===== src/rtl/fb_write_arbiter_if.sv =====
// Frame-buffer write-port bundle: engine request side plus port-A RAM drive,
// grant/error status and the clear sequencer handshake.
interface fb_write_arbiter_if #(
    parameter int NUM_REQ    = 4,
    parameter int ADDR_WIDTH = 13,
    parameter int DATA_WIDTH = 12
);
    logic                             clear_start;
    logic                             clear_busy;
    logic [NUM_REQ-1:0]               req_valid;
    logic [NUM_REQ-1:0]               req_ready;
    logic [NUM_REQ*ADDR_WIDTH-1:0]    req_addr;
    logic [NUM_REQ*DATA_WIDTH-1:0]    req_data;
    logic                             ram_en;
    logic                             ram_we;
    logic [ADDR_WIDTH-1:0]            ram_addr;
    logic [DATA_WIDTH-1:0]            ram_din;
    logic [2:0]                       grant_id;
    logic                             addr_err;

    modport slave (
        input  clear_start, req_valid, req_addr, req_data,
        output clear_busy, req_ready, ram_en, ram_we, ram_addr, ram_din,
               grant_id, addr_err
    );

    modport master (
        output clear_start, req_valid, req_addr, req_data,
        input  clear_busy, req_ready, ram_en, ram_we, ram_addr, ram_din,
               grant_id, addr_err
    );
endinterface


===== src/rtl/fb_write_arbiter.sv =====
// Round-robin arbiter sharing frame-buffer port A between iteration engines,
// with a built-in sweep that fills the whole buffer with CLEAR_VALUE.
module fb_write_lane #(
    parameter int ADDR_WIDTH = 13,
    parameter int DEPTH      = 4800
) (
    input  logic [ADDR_WIDTH-1:0] addr,
    output logic                  in_range
);
    localparam logic [ADDR_WIDTH:0] LIMIT = (ADDR_WIDTH+1)'(DEPTH);
    assign in_range = ({1'b0, addr} < LIMIT);
endmodule

module fb_write_arbiter #(
    parameter int NUM_REQ        = 4,
    parameter int DEPTH          = 4800,
    parameter int ADDR_WIDTH     = 13,
    parameter int DATA_WIDTH     = 12,
    parameter int CLEAR_VALUE    = 0,
    parameter bit CLEAR_ON_RESET = 1'b1
) (
    input  logic                 clk,
    input  logic                 rst_n,
    fb_write_arbiter_if.slave    bus
);
    typedef enum logic {RUN = 1'b0, CLEAR = 1'b1} state_t;

    localparam state_t          RST_STATE = CLEAR_ON_RESET ? CLEAR : RUN;
    localparam logic [2:0]      LAST_IDX  = 3'(NUM_REQ - 1);
    localparam logic [ADDR_WIDTH-1:0] LAST_ADDR = ADDR_WIDTH'(DEPTH - 1);

    state_t                                state, state_nxt;
    logic [ADDR_WIDTH-1:0]                 clr_cnt;
    logic                                  clr_last;
    logic [2:0]                            rr;
    logic [NUM_REQ-1:0][ADDR_WIDTH-1:0]    addr_lane;
    logic [NUM_REQ-1:0][DATA_WIDTH-1:0]    data_lane;
    logic [NUM_REQ-1:0]                    in_range;
    logic [NUM_REQ-1:0]                    cand;
    logic [NUM_REQ-1:0]                    ready;
    logic [2:0]                            gidx;
    logic                                  found;
    logic [ADDR_WIDTH-1:0]                 sel_addr;
    logic [DATA_WIDTH-1:0]                 sel_data;
    logic                                  sel_ok;

    for (genvar g = 0; g < NUM_REQ; g++) begin : g_lane
        assign addr_lane[g] = bus.req_addr[g*ADDR_WIDTH +: ADDR_WIDTH];
        assign data_lane[g] = bus.req_data[g*DATA_WIDTH +: DATA_WIDTH];
        fb_write_lane #(.ADDR_WIDTH(ADDR_WIDTH), .DEPTH(DEPTH)) u_lane (
            .addr     (addr_lane[g]),
            .in_range (in_range[g])
        );
    end

    assign clr_last = (clr_cnt == LAST_ADDR);

    // Round-robin pick: first valid at or above rr, otherwise first valid below it.
    always_comb begin
        found = 1'b0;
        gidx  = '0;
        for (int j = 0; j < NUM_REQ; j++) begin
            if (!found && bus.req_valid[j] && (3'(j) >= rr)) begin
                found = 1'b1;
                gidx  = 3'(j);
            end
        end
        for (int j = 0; j < NUM_REQ; j++) begin
            if (!found && bus.req_valid[j]) begin
                found = 1'b1;
                gidx  = 3'(j);
            end
        end
        cand = '0;
        for (int j = 0; j < NUM_REQ; j++)
            cand[j] = found && (gidx == 3'(j));
    end

    always_comb begin
        sel_addr = '0;
        sel_data = '0;
        for (int j = 0; j < NUM_REQ; j++) begin
            if (ready[j]) begin
                sel_addr = sel_addr | addr_lane[j];
                sel_data = sel_data | data_lane[j];
            end
        end
        sel_ok = |(ready & in_range);
    end

    // FSM: state register
    always_ff @(posedge clk or negedge rst_n) begin
        if (!rst_n) state <= RST_STATE;
        else        state <= state_nxt;
    end

    // FSM: next state
    always_comb begin
        state_nxt = state;
        case (state)
            RUN:     if (bus.clear_start) state_nxt = CLEAR;
            CLEAR:   if (clr_last)        state_nxt = RUN;
            default: state_nxt = RUN;
        endcase
    end

    // FSM: outputs; a clear request blocks grants in the cycle it arrives
    always_comb begin
        bus.clear_busy = (state == CLEAR);
        ready          = (state == RUN && !bus.clear_start) ? cand : '0;
        bus.req_ready  = ready;
    end

    always_ff @(posedge clk or negedge rst_n) begin
        if (!rst_n) begin
            clr_cnt      <= '0;
            rr           <= '0;
            bus.ram_en   <= 1'b0;
            bus.ram_we   <= 1'b0;
            bus.ram_addr <= '0;
            bus.ram_din  <= '0;
            bus.grant_id <= '0;
            bus.addr_err <= 1'b0;
        end else begin
            bus.ram_en <= 1'b0;
            bus.ram_we <= 1'b0;
            if (state == CLEAR) begin
                bus.ram_en   <= 1'b1;
                bus.ram_we   <= 1'b1;
                bus.ram_addr <= clr_cnt;
                bus.ram_din  <= DATA_WIDTH'(CLEAR_VALUE);
                clr_cnt      <= clr_last ? '0 : clr_cnt + 1'b1;
            end else if (bus.clear_start) begin
                clr_cnt <= '0;
            end else if (|ready) begin
                // Out-of-range requests are consumed but never reach the RAM.
                bus.grant_id <= gidx;
                rr           <= (gidx == LAST_IDX) ? 3'd0 : gidx + 3'd1;
                bus.ram_addr <= sel_addr;
                bus.ram_din  <= sel_data;
                bus.ram_en   <= sel_ok;
                bus.ram_we   <= sel_ok;
                if (!sel_ok) bus.addr_err <= 1'b1;
            end
        end
    end
endmodule


===== src/flat_wrapper.sv =====
// flat-port wrapper written by rule: the top's interface ports become plain ports
module fb_write_arbiter_flat 
#(
    parameter int NUM_REQ        = 4,
    parameter int DEPTH          = 4800,
    parameter int ADDR_WIDTH     = 13,
    parameter int DATA_WIDTH     = 12,
    parameter int CLEAR_VALUE    = 0,
    parameter bit CLEAR_ON_RESET = 1'b1
)
  (clk, rst_n, bus_clear_start, bus_req_valid, bus_req_addr, bus_req_data, bus_clear_busy, bus_req_ready, bus_ram_en, bus_ram_we, bus_ram_addr, bus_ram_din, bus_grant_id, bus_addr_err);
  fb_write_arbiter_if #(.NUM_REQ(NUM_REQ), .ADDR_WIDTH(ADDR_WIDTH), .DATA_WIDTH(DATA_WIDTH)) bus_i ();
  input  logic clk;
  input  logic rst_n;
  input wire logic [$bits(bus_i.clear_start)-1:0] bus_clear_start;
  input wire logic [$bits(bus_i.req_valid)-1:0] bus_req_valid;
  input wire logic [$bits(bus_i.req_addr)-1:0] bus_req_addr;
  input wire logic [$bits(bus_i.req_data)-1:0] bus_req_data;
  output wire logic [$bits(bus_i.clear_busy)-1:0] bus_clear_busy;
  output wire logic [$bits(bus_i.req_ready)-1:0] bus_req_ready;
  output wire logic [$bits(bus_i.ram_en)-1:0] bus_ram_en;
  output wire logic [$bits(bus_i.ram_we)-1:0] bus_ram_we;
  output wire logic [$bits(bus_i.ram_addr)-1:0] bus_ram_addr;
  output wire logic [$bits(bus_i.ram_din)-1:0] bus_ram_din;
  output wire logic [$bits(bus_i.grant_id)-1:0] bus_grant_id;
  output wire logic [$bits(bus_i.addr_err)-1:0] bus_addr_err;
  assign bus_i.clear_start = bus_clear_start;
  assign bus_i.req_valid = bus_req_valid;
  assign bus_i.req_addr = bus_req_addr;
  assign bus_i.req_data = bus_req_data;
  assign bus_clear_busy = bus_i.clear_busy;
  assign bus_req_ready = bus_i.req_ready;
  assign bus_ram_en = bus_i.ram_en;
  assign bus_ram_we = bus_i.ram_we;
  assign bus_ram_addr = bus_i.ram_addr;
  assign bus_ram_din = bus_i.ram_din;
  assign bus_grant_id = bus_i.grant_id;
  assign bus_addr_err = bus_i.addr_err;
  fb_write_arbiter #(.NUM_REQ(NUM_REQ), .DEPTH(DEPTH), .ADDR_WIDTH(ADDR_WIDTH), .DATA_WIDTH(DATA_WIDTH), .CLEAR_VALUE(CLEAR_VALUE), .CLEAR_ON_RESET(CLEAR_ON_RESET)) u_core (.clk(clk), .rst_n(rst_n), .bus(bus_i));
endmodule

===== config.mk =====
export PLATFORM = sky130hd
export DESIGN_NAME = fb_write_arbiter_flat
export DESIGN_NICKNAME = d
export VERILOG_FILES = /design/src/rtl/fb_write_arbiter_if.sv /design/src/rtl/fb_write_arbiter.sv /design/src/flat_wrapper.sv
export SDC_FILE = /design/constraint.sdc
export NUM_CORES = 1
export LEC_CHECK = 0
export ABC_AREA = 0
export CORE_UTILIZATION = 43
export DETAILED_ROUTE_END_ITERATION = 8
export PLACE_DENSITY_LB_ADDON = 0.08
export SYNTH_ARGS = -nofsm -noshare
export SYNTH_HDL_FRONTEND = slang
export SYNTH_SLANG_ARGS = --single-unit

===== constraint.sdc =====
create_clock -name clk -period 6.32 [get_ports clk]
set_input_delay 1.264 -clock clk [delete_from_list [all_inputs] [get_ports clk]]
set_output_delay 1.264 -clock clk [all_outputs]
set_load 0.02 [all_outputs]

==> impl_metrics.env <==
export IMPL_outcome="finished clean"
export IMPL_fp_dieArea_mm2=0.00675
export IMPL_pre_cts_ws_ns=0.860
export IMPL_yosysUniqueCellTypes=50
export IMPL_synth_mux_area_share_pct=0.362
export IMPL_drive_gt1_share_pct=4.69
export IMPL_routed_wirelength_mm=9.51
export IMPL_yosys_warnings=0
export IMPL_detail_route_iter0_violations=194
export IMPL_worstSkewPairLatency_ns=0.30
export IMPL_async_flop_share_pct=100
export IMPL_maxCapViolCount=0
export IMPL_ant_nets=0
export IMPL_vias_per_cell=5.92
export IMPL_grt_start_max_net_pins=46
export IMPL_num_rows=28
export IMPL_maxSlewViolCount=0
export IMPL_routedWlPerCell_um=19.0
export IMPL_cts_setup_buffers=0
export IMPL_avgSynthCellArea_um2=9.14
export IMPL_first_pass_iters=5
export IMPL_ys_ff_latch=45
export IMPL_cp_required_ns=5.06
export IMPL_synth_adder_area_share_pct=2.27
export IMPL_leakagePower_nw=1.71
export IMPL_final_cell_mix="140 x clkdlybuf4s50_1, 44 x dfrtp_1, 35 x a21oi_1"
export IMPL_hold_path_class="reg -> reg"
export IMPL_htree_levels=2
export IMPL_hold_viol_final=0
export IMPL_grt_ovfl_total=0
export IMPL_hpwl_mm=7.14
export IMPL_finalSetupTns_ns=0
export IMPL_root_buffer="clkbuf_8"
export IMPL_synth_edf_count=0
export IMPL_synth_compound_area_share_pct=36.1
export IMPL_synth_area_mm2=0.00276
export IMPL_grt_pass1_vias=2801
export IMPL_grt_pass1_wl_mm=14.1
export IMPL_gp_congestion=0.838
export IMPL_synth_top_family_by_area="compound AO/OA/AOI/OAI gates"
export IMPL_diodes=0
export IMPL_io_buffer_count=141
export IMPL_synthCells=302
export IMPL_clkSinkCount=45
export IMPL_num_vias=2965
export IMPL_final_common_cell="clkdlybuf4s50_1"
export IMPL_synth_xor_area_share_pct=0.952
export IMPL_ir_worst_vdd_mv=0.198
export IMPL_synth_fp_nets=414
export IMPL_cp_max_fo=28
export IMPL_nets=537
export IMPL_worst_pin_slew_ns=1.04
export IMPL_antenna_found_initial=0
export IMPL_holdBufCountCts=0
export IMPL_cts_tree="yes"
export IMPL_p_per_area_mw_per_mm2=258
export IMPL_drc_errors=0
export IMPL_setup_viol=0
export IMPL_core_area_mm2=0.00606
export IMPL_die_w_um=82.1
export IMPL_period_share_pct=86.2
export IMPL_areaGrowthSynthToFinish_pct=53.1
export IMPL_setup_ws_ns=0.873
export IMPL_numCtsBuffers=5
export IMPL_cts_clk_slew_worst_paths_ns=0.08
export IMPL_synthFlopType="dfrtp_1"
export IMPL_clockBufferDepth=2
export IMPL_cp_arrival_ns=4.18
export IMPL_fmax_mhz=184
export IMPL_fin_crit_ns=5.45
export IMPL_io_pins=143
export IMPL_grt_use_total_pct=28.4
export IMPL_hold_slack_ns=0.490
export IMPL_worstSetupEndpointType="primary output"
export IMPL_maxSlewHeadroom_pct=30.8
export IMPL_grt_setup_unrepaired="no"
export IMPL_start_kind="input pin"
export IMPL_crit_type="in -> out"
export IMPL_initial_utilization_pct=45.6
export IMPL_synthSimpleGateAreaFrac_pct=13.5
export IMPL_die_height_um=82.1
export IMPL_cts_resized=0
export IMPL_skew_ns=0.00833
export IMPL_ys_seq_area_share_pct=40.8
[flip-flops by register name, summed over array words and instances (netlist names)]
signal	cells
u_core.bus.ram_din	12
u_core.bus.grant_id	2
u_core.clr_cnt	13
u_core.bus.ram_addr	13
u_core.bus.ram_en	1
u_core.rr	2
u_core.bus.clear_busy	1
u_core.bus.addr_err	1
[final timing paths]
check                               startpoint                       to  slack, ns  cells after the start
max                           bus_req_valid[1]         bus_req_ready[3]       0.87                      6
min                        u_core.bus.addr_err      u_core.bus.addr_err       0.49                      1
max reg2reg                       u_core.rr[1]  u_core.bus.ram_addr[11]       3.14                      7
min reg2reg                u_core.bus.addr_err      u_core.bus.addr_err       0.49                      1
max in group asynchronous                rst_n        u_core.clr_cnt[0]       4.59                      1
min in group asynchronous                rst_n             u_core.rr[0]       1.12                      1
[cell type report]
type                            count  area [µm²]
Timing Repair Buffer              144        1430
Multi-Input combinational cell    224        1470
Sequential cell                    45        1130
Inverter                            5        18.8
Tap cell                           75        93.8
Clock buffer                        6        72.6
Fill cell                         507        1830
Clock inverter                      2        15.0
[critical path, cell delays in order]
cell	delay (ns)
clkdlybuf4s50_1	0.56
mux2i_1	0.10
a211oi_1	0.47
ha_1	0.94
and2_1	0.24
clkdlybuf4s50_1	0.60
[power by group]
group / switching (W) / internal, W
registers: 0.0000829 / 0.000363
logic: 0.000220 / 0.000246
clock network: 0.0000998 / 0.0000780
[Yosys cell counts (6+ instances only)]
master / number / area, µm²
a221oi_1: 12 / 105
buf_2: 6 / 30.0
nand2_1: 28 / 105
a21oi_1: 35 / 175
o2bb2ai_1: 12 / 105
and2_1: 6 / 37.5
o21ai_0: 14 / 70.1
and3_1: 7 / 43.8
a22oi_1: 26 / 195
clkbuf_1: 13 / 48.8
dfrtp_1: 44 / 1100
nand3_1: 7 / 35.0
a22o_1: 18 / 158
[cells by family (layout without fill, tap and decap cells)]
group                    after synthesis  count (layout)
AO/OA/AOI/OAI                        142             142
AND/OR/NAND/NOR                       72              72
flip-flops                            45              45
buffers and inverters                 33             157
adder cells (fa/ha/maj)                5               5
XOR/XNOR                               3               3
other                                  1               1
multiplexers                           1               1
[routing by layer]
layer / vias up / part of all wire [%] / track usage [%] / wire length (µm)
met1: 1413 / 40 / 35.3 / 3840
met3: 20 / 10 / 7.58 / 968
met5: - / 0 / 0 / 0
met2: 127 / 47 / 46.7 / 4440
met4: 0 / 2.7 / 11.2 / 261
li1: 1405 / - / - / -
[stage by stage]
stage / area, µm² / utilization [%] / power, W / cells
after floorplan: 2760 / - / 0.000700 / 302
after detailed placement: 4140 / 68.3 / 0.000915 / 493
final: 4230 / 69.8 / 0.00109 / 501
after CTS: 4230 / 69.8 / 0.00110 / 501
after global placement: 4140 / 68.3 / 0.000905 / 493
after global routing: 4230 / 69.8 / 0.00117 / 501
(Power assumes the default switching activity.)
